## config.mk

```make
export PLATFORM = sky130hd
export DESIGN_NAME = crack_disp_ctrl_flat
export DESIGN_NICKNAME = d
export VERILOG_FILES = /design/src/rtl/crack_disp_pkg.sv /design/src/rtl/crack_disp_ctrl_if.sv /design/src/rtl/crack_disp_ctrl_hex7seg.sv /design/src/rtl/crack_disp_ctrl.sv /design/src/flat_wrapper.sv
export SDC_FILE = /design/constraint.sdc
export NUM_CORES = 1
export LEC_CHECK = 0
export ABC_AREA = 1
export ABC_CLOCK_PERIOD_IN_PS = 2000
export BUFFER_PORTS_ARGS = -buffer_cell sky130_fd_sc_hd__buf_4
export CORE_MARGIN = 3
export CORE_UTILIZATION = 54
export DETAILED_ROUTE_END_ITERATION = 16
export PLACE_DENSITY_LB_ADDON = 0.12
export SKIP_LAST_GASP = 1
export SLEW_MARGIN = 15
export SYNTH_ARGS = -nofsm -noshare
export SYNTH_HDL_FRONTEND = slang
export SYNTH_SLANG_ARGS = --single-unit
```

## constraint.sdc

```tcl
create_clock -name clk -period 2 [get_ports clk]
set_input_delay 0.2 -clock clk [delete_from_list [all_inputs] [get_ports clk]]
set_output_delay 0.2 -clock clk [all_outputs]
set_load 0.02 [all_outputs]
```

## src/rtl/crack_disp_pkg.sv

```systemverilog
// crack_disp_pkg: shared types and segment constants for the crack engine display controller.
`default_nettype none

package crack_disp_pkg;

  typedef enum logic [2:0] {
    ST_IDLE      = 3'd0,
    ST_LAUNCH    = 3'd1,
    ST_WAIT_BUSY = 3'd2,
    ST_WAIT_DONE = 3'd3,
    ST_SHOW      = 3'd4,
    ST_FAULT     = 3'd5
  } state_t;

  typedef enum logic [1:0] {
    DISP_BLANK = 2'd0,
    DISP_DASH  = 2'd1,
    DISP_E     = 2'd2,
    DISP_FONT  = 2'd3
  } disp_t;

  localparam logic [6:0] SEG_BLANK = 7'h7F;
  localparam logic [6:0] SEG_DASH  = 7'h3F;
  localparam logic [6:0] SEG_E     = 7'h06;

endpackage

`default_nettype wire

```

## src/rtl/crack_disp_ctrl_if.sv

```systemverilog
// crack_disp_ctrl_if: en/rdy launch handshake and key result from one crack engine.
`default_nettype none

interface crack_disp_ctrl_if #(
  parameter int KEY_W = 24
);
  logic             en;
  logic             rdy;
  logic [KEY_W-1:0] key_in;
  logic             key_valid_in;

  modport master (output en, input rdy, input key_in, input key_valid_in);
  modport slave  (input en, output rdy, output key_in, output key_valid_in);
endinterface

`default_nettype wire

```

## src/rtl/crack_disp_ctrl_hex7seg.sv

```systemverilog
// hex7seg: combinational nibble to active-low 7-segment pattern (bits g..a).
`default_nettype none

module hex7seg (
  input  logic [3:0] nibble_i,
  output logic [6:0] seg_o
);

  always_comb begin
    seg_o = 7'h7F;
    case (nibble_i)
      4'h0: seg_o = 7'h40;
      4'h1: seg_o = 7'h79;
      4'h2: seg_o = 7'h24;
      4'h3: seg_o = 7'h30;
      4'h4: seg_o = 7'h19;
      4'h5: seg_o = 7'h12;
      4'h6: seg_o = 7'h02;
      4'h7: seg_o = 7'h78;
      4'h8: seg_o = 7'h00;
      4'h9: seg_o = 7'h10;
      4'hA: seg_o = 7'h08;
      4'hB: seg_o = 7'h03;
      4'hC: seg_o = 7'h46;
      4'hD: seg_o = 7'h21;
      4'hE: seg_o = 7'h06;
      4'hF: seg_o = 7'h0E;
      default: seg_o = 7'h7F;
    endcase
  end

endmodule

`default_nettype wire

```

## src/rtl/crack_disp_ctrl.sv

```systemverilog
// crack_disp_ctrl: launches/supervises a crack engine and shows its result on hex digits.
// Optional run-length counter and display enabled by defining CRACK_CYCLE_COUNT_EN.
`default_nettype none

module crack_disp_ctrl
  import crack_disp_pkg::*;
#(
  parameter int KEY_W      = 24,
  parameter int NUM_DIGITS = 6,
  parameter int START_TO   = 1024,
  parameter bit AUTO_START = 1'b1
) (
  input  logic                    clk,
  input  logic                    rst_n,
  input  logic                    start,
  input  logic                    show_cycles,
  crack_disp_ctrl_if.master       eng,
  output logic [7*NUM_DIGITS-1:0] hex,
  output logic                    busy,
  output logic                    done,
  output logic                    found,
  output logic                    timeout,
  output logic [31:0]             cycles
);

  localparam int DISP_W = 4 * NUM_DIGITS;
  localparam int TO_W   = (START_TO > 1) ? $clog2(START_TO) : 1;
  localparam logic [TO_W-1:0] TO_LAST = TO_W'(START_TO - 1);

  state_t                  state_q, state_d;
  logic                    en_q, en_d;
  logic                    auto_q;
  logic [TO_W-1:0]         to_q;
  logic [KEY_W-1:0]        key_q;
  logic                    valid_q;
  logic [7*NUM_DIGITS-1:0] hex_q, hex_d;
  disp_t                   disp_mode;
  logic [DISP_W-1:0]       disp_val;
  logic [7*NUM_DIGITS-1:0] font_w;
  logic                    show_cyc_w;

  always_ff @(posedge clk or negedge rst_n) begin
    if (!rst_n) state_q <= ST_IDLE;
    else        state_q <= state_d;
  end

  always_comb begin
    state_d = state_q;
    case (state_q)
      ST_IDLE:      if (start || auto_q) state_d = ST_LAUNCH;
      ST_LAUNCH:    if (eng.rdy) state_d = ST_WAIT_BUSY;
      ST_WAIT_BUSY: begin
        if (!eng.rdy)            state_d = ST_WAIT_DONE;
        else if (to_q == TO_LAST) state_d = ST_FAULT;
      end
      ST_WAIT_DONE: if (eng.rdy) state_d = ST_SHOW;
      ST_SHOW:      if (start) state_d = ST_LAUNCH;
      ST_FAULT:     if (start) state_d = ST_LAUNCH;
      default:      state_d = ST_IDLE;
    endcase
  end

  always_comb begin
    en_d      = 1'b0;
    busy      = 1'b0;
    done      = 1'b0;
    found     = 1'b0;
    timeout   = 1'b0;
    disp_mode = DISP_BLANK;
    case (state_q)
      ST_LAUNCH:    en_d = eng.rdy;
      ST_WAIT_BUSY: busy = 1'b1;
      ST_WAIT_DONE: busy = 1'b1;
      ST_SHOW: begin
        done  = 1'b1;
        found = valid_q;
        disp_mode = (valid_q || show_cyc_w) ? DISP_FONT : DISP_DASH;
      end
      ST_FAULT: begin
        timeout   = 1'b1;
        disp_mode = DISP_E;
      end
      default: ;
    endcase
  end

  // The timeout window starts at the launch cycle; the result is latched on the rdy rising edge.
  always_ff @(posedge clk or negedge rst_n) begin
    if (!rst_n) begin
      en_q    <= 1'b0;
      auto_q  <= AUTO_START;
      to_q    <= '0;
      key_q   <= '0;
      valid_q <= 1'b0;
      hex_q   <= {NUM_DIGITS{SEG_BLANK}};
    end else begin
      en_q  <= en_d;
      hex_q <= hex_d;
      if (state_q == ST_LAUNCH && eng.rdy) begin
        auto_q <= 1'b0;
        to_q   <= '0;
      end else if (state_q == ST_WAIT_BUSY) begin
        to_q <= to_q + 1'b1;
      end
      if (state_q == ST_WAIT_DONE && eng.rdy) begin
        key_q   <= eng.key_in;
        valid_q <= eng.key_valid_in;
      end
    end
  end

`ifdef CRACK_CYCLE_COUNT_EN
  logic [31:0] cycles_q;

  always_ff @(posedge clk or negedge rst_n) begin
    if (!rst_n) begin
      cycles_q <= '0;
    end else if (state_q == ST_LAUNCH) begin
      cycles_q <= '0;
    end else if ((state_q == ST_WAIT_BUSY || state_q == ST_WAIT_DONE) && cycles_q != 32'hFFFF_FFFF) begin
      cycles_q <= cycles_q + 32'd1;
    end
  end

  assign cycles     = cycles_q;
  assign show_cyc_w = show_cycles;
`else
  logic unused_show_cycles;
  assign unused_show_cycles = show_cycles;
  assign cycles     = '0;
  assign show_cyc_w = 1'b0;
`endif

  assign disp_val = (state_q == ST_SHOW && show_cyc_w) ? DISP_W'(cycles) : DISP_W'(key_q);

  generate
    for (genvar g = 0; g < NUM_DIGITS; g++) begin : g_digit
      hex7seg u_hex7seg (
        .nibble_i (disp_val[4*g +: 4]),
        .seg_o    (font_w[7*g +: 7])
      );
      assign hex_d[7*g +: 7] = (disp_mode == DISP_FONT) ? font_w[7*g +: 7] :
                               (disp_mode == DISP_DASH) ? SEG_DASH :
                               (disp_mode == DISP_E)    ? SEG_E    : SEG_BLANK;
    end
  endgenerate

  assign hex    = hex_q;
  assign eng.en = en_q;

endmodule

`default_nettype wire

```

## src/flat_wrapper.sv

```systemverilog
// flat-port wrapper written by rule: the top's interface ports become plain ports
module crack_disp_ctrl_flat import crack_disp_pkg::*;
#(
  parameter int KEY_W      = 24,
  parameter int NUM_DIGITS = 6,
  parameter int START_TO   = 1024,
  parameter bit AUTO_START = 1'b1
)
  (clk, rst_n, start, show_cycles, hex, busy, done, found, timeout, cycles, eng_en, eng_rdy, eng_key_in, eng_key_valid_in);
  crack_disp_ctrl_if #(.KEY_W(KEY_W)) eng_i ();
  input  logic clk;
  input  logic rst_n;
  input  logic start;
  input  logic show_cycles;
  output logic [7*NUM_DIGITS-1:0] hex;
  output logic busy;
  output logic done;
  output logic found;
  output logic timeout;
  output logic [31:0] cycles;
  output wire logic [$bits(eng_i.en)-1:0] eng_en;
  input wire logic [$bits(eng_i.rdy)-1:0] eng_rdy;
  input wire logic [$bits(eng_i.key_in)-1:0] eng_key_in;
  input wire logic [$bits(eng_i.key_valid_in)-1:0] eng_key_valid_in;
  assign eng_en = eng_i.en;
  assign eng_i.rdy = eng_rdy;
  assign eng_i.key_in = eng_key_in;
  assign eng_i.key_valid_in = eng_key_valid_in;
  crack_disp_ctrl #(.KEY_W(KEY_W), .NUM_DIGITS(NUM_DIGITS), .START_TO(START_TO), .AUTO_START(AUTO_START)) u_core (.clk(clk), .rst_n(rst_n), .start(start), .show_cycles(show_cycles), .eng(eng_i), .hex(hex), .busy(busy), .done(done), .found(found), .timeout(timeout), .cycles(cycles));
endmodule
```

Word level (Yosys, flattened, before mapping)
Memory sizes are Yosys's and may differ from the RTL's.
Cells that the tools add are included.
{ "op_classes": {"addsub": 1, "n_eq_ne": 14, "mux": 24, "n_reduce_logical": 8} }
{ "ops": {"columns": ["cell", "count"], "rows": [
  ["2-to-1 mux 7 bit", 8],
  ["2-to-1 mux 10 bit", 2],
  ["2-to-1 mux 3 bit", 6],
  ["one-hot mux 3 bit (5 select lines)", 1],
  ["adder 10 x 1 -> 10 bit (second input constant)", 1],
  ["== test 10 bit (second input constant)", 1],
  ["== test 3 x 2 -> 1 bit (second input constant)", 2],
  ["== test 3 bit (second input constant)", 2],
  ["2-to-1 mux 1 bit", 5],
  ["AND reduction 5 bit", 1],
  ["== test 2 bit (second input constant)", 2],
  ["!= test 2 x 1 -> 1 bit (second input constant)", 2],
  ["!= test 2 bit (second input constant)", 2],
  ["one-hot mux 2 bit (2 select lines)", 1],
  ["OR reduction 2 bit", 2],
  ["== test 3 x 1 -> 1 bit (second input constant)", 1],
  ["zero test 3 bit", 1],
  ["!= test 3 x 2 -> 1 bit (second input constant)", 1],
  ["== test 2 x 1 -> 1 bit (second input constant)", 1],
  ["logical AND 1 bit", 2],
  ["2-to-1 mux 2 bit", 1],
  ["nonzero test 2 bit", 1],
  ["logical OR 1 bit", 1]
]} }
{ "totals": {"regBits": 82, "romBits": 672, "out_inout_bits": 79, "word_cells": 60, "memories": 6} }
{ "mem_list": {"columns": ["name", "words", "width", "rd", "rd_clocked_by_memory_dff", "wr", "line_no", "source"], "rows": [
  ["(name not given)", 16, 7, 1, 0, 0, "crack_disp_ctrl_hex7seg.sv:11", "case (nibble_i)"],
  ["(name not given)", 16, 7, 1, 0, 0, "crack_disp_ctrl_hex7seg.sv:11", null],
  ["(name not given)", 16, 7, 1, 0, 0, "crack_disp_ctrl_hex7seg.sv:11", null],
  ["(name not given)", 16, 7, 1, 0, 0, "crack_disp_ctrl_hex7seg.sv:11", null],
  ["(name not given)", 16, 7, 1, 0, 0, "crack_disp_ctrl_hex7seg.sv:11", null],
  ["(name not given)", 16, 7, 1, 0, 0, "crack_disp_ctrl_hex7seg.sv:11", null]
]} }

Longest topological paths before layout
Gate-level depths: netlist of run 1.
{ "depth": {"depth_word": 6, "mapped_depth": 9, "ltp_nobuf": 8} }

Cells and area by module
Synthesis of run 1 repeated with hierarchy kept, for this count alone.
{ "unflattened": {"cells_unflattened": 629, "area_unflattened_um2": 5258.8} }
{ "modules_own_cells": {"columns": ["module", "n_inst", "cells_per_inst", "area_per_inst_um2", "seq_area_each_um2"], "rows": [
  ["crack_disp_ctrl", 1, 335, 3614.7, 2105.8],
  ["hex7seg", 6, 49, 274.0, 0.0]
]} }

Worst setup path after synthesis of run 1
Ideal clock, no wire load.
{ "synth_timing": {"path_type": "register to register", "from": "reg u_core.state_q[1]", "to": "reg u_core.hex_q[2], in the netlist u_core.hex[2]", "t_arrival_ns": 1.423, "required_ns": 1.906, "setup_slack_ns": 0.483, "stages_incl_launch_ff": 8, "n_path_buf": 2, "period_less_slack_ns": 1.517, "cell_sequence": "dfrtp_1 -> nor2_1 -> inv_1 -> a21oi_1 -> ha_1 -> buf_2 -> buf_2 -> o221ai_1"} }
{ "synth_via": {"elab_chain_len": 5} }
{ "synth_rtl": {"columns": ["element", "line_no", "source"], "rows": [
  ["from (decl)", "crack_disp_ctrl.sv:30", "state_t state_q, state_d;"],
  ["from (signal assigned)", "crack_disp_ctrl.sv:44", "else state_q <= state_d;"],
  ["== test 3 bit (on tied branches)", null, null],
  ["one-hot mux 2 bit (2 select lines) (*)", "crack_disp_ctrl.sv:70", "case (state_q)"],
  ["== test 2 x 1 -> 1 bit", "crack_disp_ctrl.sv:143", "(disp_mode == DISP_DASH) ? SEG_DASH :"],
  ["2-to-1 mux 7 bit", "crack_disp_ctrl.sv:143", null],
  ["2-to-1 mux 7 bit (*)", "crack_disp_ctrl.sv:142", "assign hex_d[7*g +: 7] = (disp_mode == DISP_FONT) ? font_w[7*g +: 7] :"],
  ["named net u_core.hex_d[2]", "crack_disp_ctrl.sv:36", "logic [7*NUM_DIGITS-1:0] hex_q, hex_d;"],
  ["to (signal assigned)", "crack_disp_ctrl.sv:95", "hex_q <= {NUM_DIGITS{SEG_BLANK}};"],
  ["to (decl)", "crack_disp_ctrl.sv:36", null]
]} }
The timed path passes the listed nets; every way through them passes the cells marked *.
A chain may end at the register's enable or synchronous reset.

Final worst setup path of run 1
{ "layout_timing": {"from": "reg u_core.state_q[2]", "to": "reg u_core.hex_q[27], in the netlist u_core.hex[27]"} }
{ "layout_via": {"elab_chain_len": 6} }
{ "layout_rtl": {"columns": ["element", "line_no", "source"], "rows": [
  ["== test 3 bit (on tied branches)", null, null],
  ["one-hot mux 2 bit (2 select lines) (*)", "crack_disp_ctrl.sv:70", null],
  ["== test 2 bit", "crack_disp_ctrl.sv:144", "(disp_mode == DISP_E) ? SEG_E : SEG_BLANK;"],
  ["2-to-1 mux 7 bit", "crack_disp_ctrl.sv:144", null],
  ["2-to-1 mux 7 bit", "crack_disp_ctrl.sv:143", null],
  ["2-to-1 mux 7 bit (*)", "crack_disp_ctrl.sv:142", null],
  ["named net u_core.hex_d[27]", "crack_disp_ctrl.sv:36", null]
]} }
Marked as above.

==> metrics.txt, run 1 <==
diode count 0; Initial Util 56.2%; worst setup path end u_core.hex[27]; Core ar. 0.00830 mm²; slowest CP cell dfrtp_1; Clk Latency, worst-skew pair 0.35 ns; PD cells 1320 mW/mm²; DP Worst Slack 0.214 ns; CTS tree built; Clock transition at path regs 0.09 ns; Critical path buffers and inverters 3; number of flops mapped to enable cells by yosys 0; max-slew violations 0; largest net degree at the start of global routing 35; die area 0.00979 mm²; Final Non-Filler Cells 731; Yosys reg bits 82; register area share after synthesis 45.1%; GRT Util Overall 19.8%; worst reg2reg startpoint u_core.state_q[2]; initial antenna violation count 0; layout cell share with drive strength beyond 1 24.4%; via count 3749; cell area after layout 0.00544 mm²; first-pass GRT wire length 15800 µm; Max-Cap Viols 0; fin crit share 88.7%; HPWL Detailed 6940 µm; Critical Path Most Common Cell nor2_1; num ports 109; remaining antenna violation count after routing 0; Vias/cell 5.13; H-tree depth 3; area grow syn2layout 16.5%; Max VDD drop 562 µV; max frequency 563 MHz; final hold vios 0; fin crit period 1.77 ns; leakage 0.00259 µW; Mean Syn Cell Area 8.47 µm²; Max Buffers Root-to-Sink 2; Synth Flop Type dfstp_2; CP top delay family simple AND/OR/NAND/NOR gates; RR Endpoint u_core.hex[27]; Ys Warns 0; Synth cell types 31; CP Depth 8; worst path required time 2.27 ns; Iteration-0 DRC Markers 185; crit path launch u_core.state_q[2]; DRT Pass-1 Iters 4; clock root cell clkbuf_8; CP max stage delay 0.42 ns; placed cells 714; setup ws final 0.225 ns; Hold WC Path Type input pin to register; Placer Congestion 0.918; Synth Instances 551; CP cell instances inv_2 > nor2_1 > inv_1 > nor2_1 > ha_1 > buf_4 > or2_2 > o21ai_0; r2r worst-path depth 8; r2r setup slk 0.23 ns; Finish-stage setup viols 0; Remaining Overflow, GRT 0; CP arrival 2.05 ns; # DRC 0; critical path peak fanout 15; Layout Skew 0.0130 ns; vias in the first global route 3487; Post-CTS Setup Bufs 0; clock tree sinks 82; DP Area 0.00518 mm²; startpoint types register; RSZ-0062 raised after global routing false; synthesized cell area 0.00467 mm²; Die H 99.0 µm; CP Capture Type register; Post-Route WL 9410 µm; crit path kind register to register; CTS Buf Count 9; Row Count 33; asr flop ratio synth 100%; Final TNS setup 0 ns; die span in x 99.0 µm; port bufs 75; # fillers 700; status completed; Avg WL per Cell 12.9 µm; worst hold margin 0.0887 ns; Net count, final 689
-- stage by stage --
stage	power, µW	util [%]
floorplan	5000	-
global placement	5690	62.5
finish	7180	65.5
CTS	7220	65.4
global route	7800	65.5
detailed placement	5800	62.5
-- cell type report --
type	instances	area, µm²	share of cell area [%]
clock inverters	5	85.1	1.57
flip-flops and latches	82	2110	38.7
clock buffers	11	151	2.79
inverters	45	169	3.11
well taps	105	131	2.42
multi-input cells	399	2140	39.4
repair buffers	84	649	11.9
-- flip-flops by register name, indices dropped and copies added, names as in the netlist --
| register | count |
|---|---|
| u_core.disp_val | 24 |
| u_core.eng.en | 1 |
| u_core.state_q | 3 |
| u_core.auto_q | 1 |
| u_core.to_q | 10 |
| u_core.valid_q | 1 |
| u_core.hex | 42 |
-- cells in the mapped netlist, types with 2 or more instances --
master	n	area (µm²)
o31ai_1	2	15.0
o211ai_1	10	75.1
ha_1	38	475
or2_2	2	12.5
nor2_4	2	22.5
a31oi_1	2	12.5
inv_2	3	11.3
buf_2	17	85.1
buf_4	35	263
o311ai_0	2	17.5
nand3_2	2	20.0
inv_1	41	154
o221ai_1	4	35.0
a21oi_1	52	260
o21ai_0	43	215
nand3_1	43	215
nand2_1	102	383
clkbuf_1	3	11.3
dfstp_2	43	1130
nand4_1	3	18.8
o21bai_1	2	15.0
nor2_1	53	199
dfrtp_1	39	976
-- metal layers --
layer	wire [µm]	track usage, %	up-vias
met5	0	0	-
met4	95	7.35	0
met3	560	3.54	11
met2	4650	34.3	95
met1	4100	24.6	1762
li1	-	-	1881
-- cell families (layout without fill, tap and decap cells) --
family          count (synthesis)  count (layout)  synth area share (%)
other cells                     1              32                0.0804
flops                          82              82                  45.1
xor+xnor                        1               1                 0.188
buf+inv                       101             145                  11.4
compound gates                118             118                  13.9
fa+ha+maj                      38              38                  10.2
simple gates                  210             210                  19.0
-- how the worst min path moves through the flow --
stage,start,end,slack (ns),cells past startpoint
finish,eng_key_in[14],u_core.disp_val[14],0.09,3
global route,eng_key_in[14],u_core.disp_val[14],0.07,3
CTS,eng_key_in[14],u_core.disp_val[14],0.07,3
detailed placement,rst_n,u_core.to_q[0],0.18,1
global placement,rst_n,u_core.to_q[0],0.18,1
floorplan,rst_n,u_core.disp_val[0],-0.1,0
-- cells in the final DEF (no fill, tap or decap), drive strengths merged, types with 11 or more instances in the layout --
master / n
inv: 45
ha: 38
conb: 32
nor2: 56
a21oi: 52
clkbuf: 11
o21ai: 44
nand3: 45
buf: 83
dfrtp: 39
nand2: 103
dfstp: 43
-- where the power goes --
part / internal [µW] / switching [µW] / leakage (µW)
combinational: 1120 / 1960 / 0.00156
clock: 778 / 605 / 0.000116
sequential: 2230 / 489 / 0.000907
-- worst reg2reg max path: cells and delay by family (launching register included) --
family,cells,cell delay [ns]
DFF,1,0.42
buffers and inverters,3,0.45
adders and majority gates,1,0.23
and+or+nand+nor,3,0.49
AOI/OAI and AO/OA,1,0.11
-- timing repair --
action / CTS / global route
setup endpoints to repair: 0 / 2
endpoints found under the hold margin: 15 / 0
gates resized for setup: 0 / 1
hold buffers: 1 / 0
Power figures use the tool's default switching activity.
==> run 2, diff against run 1 <==
--- a/config.mk
+++ b/config.mk
@@ -9,11 +9,11 @@
 export ABC_CLOCK_PERIOD_IN_PS = 2000
 export BUFFER_PORTS_ARGS = -buffer_cell sky130_fd_sc_hd__buf_4
 export CORE_MARGIN = 3
-export CORE_UTILIZATION = 54
+export CORE_UTILIZATION = 45
 export DETAILED_ROUTE_END_ITERATION = 16
 export PLACE_DENSITY_LB_ADDON = 0.12
 export SKIP_LAST_GASP = 1
-export SLEW_MARGIN = 15
+export SLEW_MARGIN = 20
 export SYNTH_ARGS = -nofsm -noshare
 export SYNTH_HDL_FRONTEND = slang
 export SYNTH_SLANG_ARGS = --single-unit
==> run 2 against run 1 <==
  * Global-route usage shrank 2.9 points
  * Sequential share of layout area shrank 0.15 points
  * Utilization shrank 10 points
==> metrics.txt, run 2 (same netlist as run 1, synthesis figures left out) <==
Placer Congestion 0.912; DP Area 0.00522 mm²; fin crit share 91.3%; DRT Pass-1 Iters 6; Max Buffers Root-to-Sink 2; Net count, final 688; worst reg2reg startpoint u_core.state_q[2]; startpoint types register; port bufs 75; Finish-stage setup viols 0; commonest non-fill, non-tap cell in the layout nand2_1; CP Capture Type register; critical path peak fanout 20; Seq pwr share 38.2%; Remaining Overflow, GRT 0; Row Count 36; Max VDD drop 582 µV; # fillers 920; clock tree sinks 82; Comb power frac 43.4%; remaining antenna violation count after routing 0; Hold WC Path Type input pin to register; Layout Skew 0.0123 ns; fin crit period 1.83 ns; Vias/cell 4.97; num ports 109; vias in the first global route 3539; Clk pwr share 18.4%; Iteration-0 DRC Markers 134; status completed; clock root cell clkbuf_8; RSZ-0062 raised after global routing false; Initial Util 47.1%; RR Endpoint u_core.hex[13]; switch share 42.9%; die area 0.0116 mm²; largest net degree at the start of global routing 53; crit path kind register to register; final hold vios 0; most frequent cells in the layout nand2_1, buf_4, nor2_1; area grow syn2layout 16.9%; first-pass GRT wire length 15800 µm; worst setup path end u_core.hex[13]; r2r worst-path depth 8; H-tree depth 3; r2r setup slk 0.17 ns; Final TNS setup 0 ns; Post-Route WL 9680 µm; HPWL Detailed 6970 µm; via count 3768; net switching power 3060 µW; layout cell share with drive strength beyond 1 24.3%; GRT Util Overall 16.9%; Clk Latency, worst-skew pair 0.35 ns; CTS Buf Count 9; PD cells 1310 mW/mm²; die span in x 108 µm; CTS tree built; max reg flops 42; Die H 108 µm; # DRC 0; max frequency 548 MHz; cell area after layout 0.00546 mm²; worst path required time 2.26 ns; Core ar. 0.00991 mm²; max-slew violations 0; Clock transition at path regs 0.09 ns; initial antenna violation count 0; CP arrival 2.09 ns; leakage 0.00258 µW; crit path launch u_core.state_q[2]; diode count 0; Avg WL per Cell 12.8 µm; internal power 4070 µW; Max-Cap Viols 0
-- run 2: cell types whose count changed in the layout (fill, tap and decap cells not counted), sizes merged --
cell,change
clkbuf,-1
clkinv,+1
buf,-1
clkinvlp,+1
inv,-1
-- run 2: layout make-up --
type / count / area, µm² / share of cell area (%)
tap: 133 / 166 / 3.05
clock buffer: 10 / 128 / 2.34
inverter: 45 / 173 / 3.16
clock inverter: 6 / 90.1 / 1.65
timing repair buffer: 83 / 651 / 11.9
sequential: 82 / 2110 / 38.6
multi-input combinational: 399 / 2140 / 39.3
-- run 2: how the worst min path moves through the flow --
| stage | slack [ns] | cells past startpoint | to | from |
|---|---|---|---|---|
| 2_1_floorplan | -0.1 | 0 | u_core.disp_val[0] | rst_n |
| 3_3_place_gp | 0.16 | 1 | u_core.disp_val[21] | rst_n |
| 3_5_place_dp | 0.16 | 1 | u_core.disp_val[20] | rst_n |
| 4_1_cts | 0.07 | 3 | u_core.disp_val[10] | eng_key_in[10] |
| 5_1_grt | 0.09 | 3 | u_core.disp_val[8] | eng_key_in[8] |
| 6_report | 0.09 | 3 | u_core.disp_val[8] | eng_key_in[8] |
-- run 2: power by group through the flow --
stage	Combinational, µW	Clock (µW)	Sequential, µW
floorplan	2290	0	2710
global placement	3020	0	2730
detailed placement	3080	0	2740
CTS	3100	1360	2720
global route	3540	1420	2790
finish	3090	1320	2720
-- run 2: worst max-delay path: stages (launching register included) --
cell and delay [ns]:
dfrtp_1 0.43, inv_2 0.09, nor2_1 0.05, inv_1 0.14, nor2_1 0.06, ha_1 0.25
buf_4 0.23, or2_2 0.37, o21ai_0 0.11
-- run 2: per-stage QoR --
step	utilization [%]	instances	hold WS, ns	power, µW	setup WS (ns)
6_report	55.1	758	0.0906	7130	0.174
5_1_grt	55.1	758	0.0931	7750	0.00801
4_1_cts	54.9	757	0.0720	7170	0.0773
3_5_place_dp	52.7	740	0.160	5830	0.0963
3_3_place_gp	52.7	740	0.158	5750	0.153
2_1_floorplan	-	582	-0.0956	5000	0.483
-- run 2: repair_timing --
item | 4_1_cts | 5_1_grt
resized for setup | 0 | 1
setup endpoints to repair | 0 | 24
hold endpoints to repair | 10 | 0
buffers inserted | 0 | 1
hold buffers | 1 | 0
-- run 2: layer usage --
layer	track usage (%)	routed length, µm
met5	0	0
met4	8.48	293
met3	2.94	499
met2	28.3	4590
met1	21.0	4290
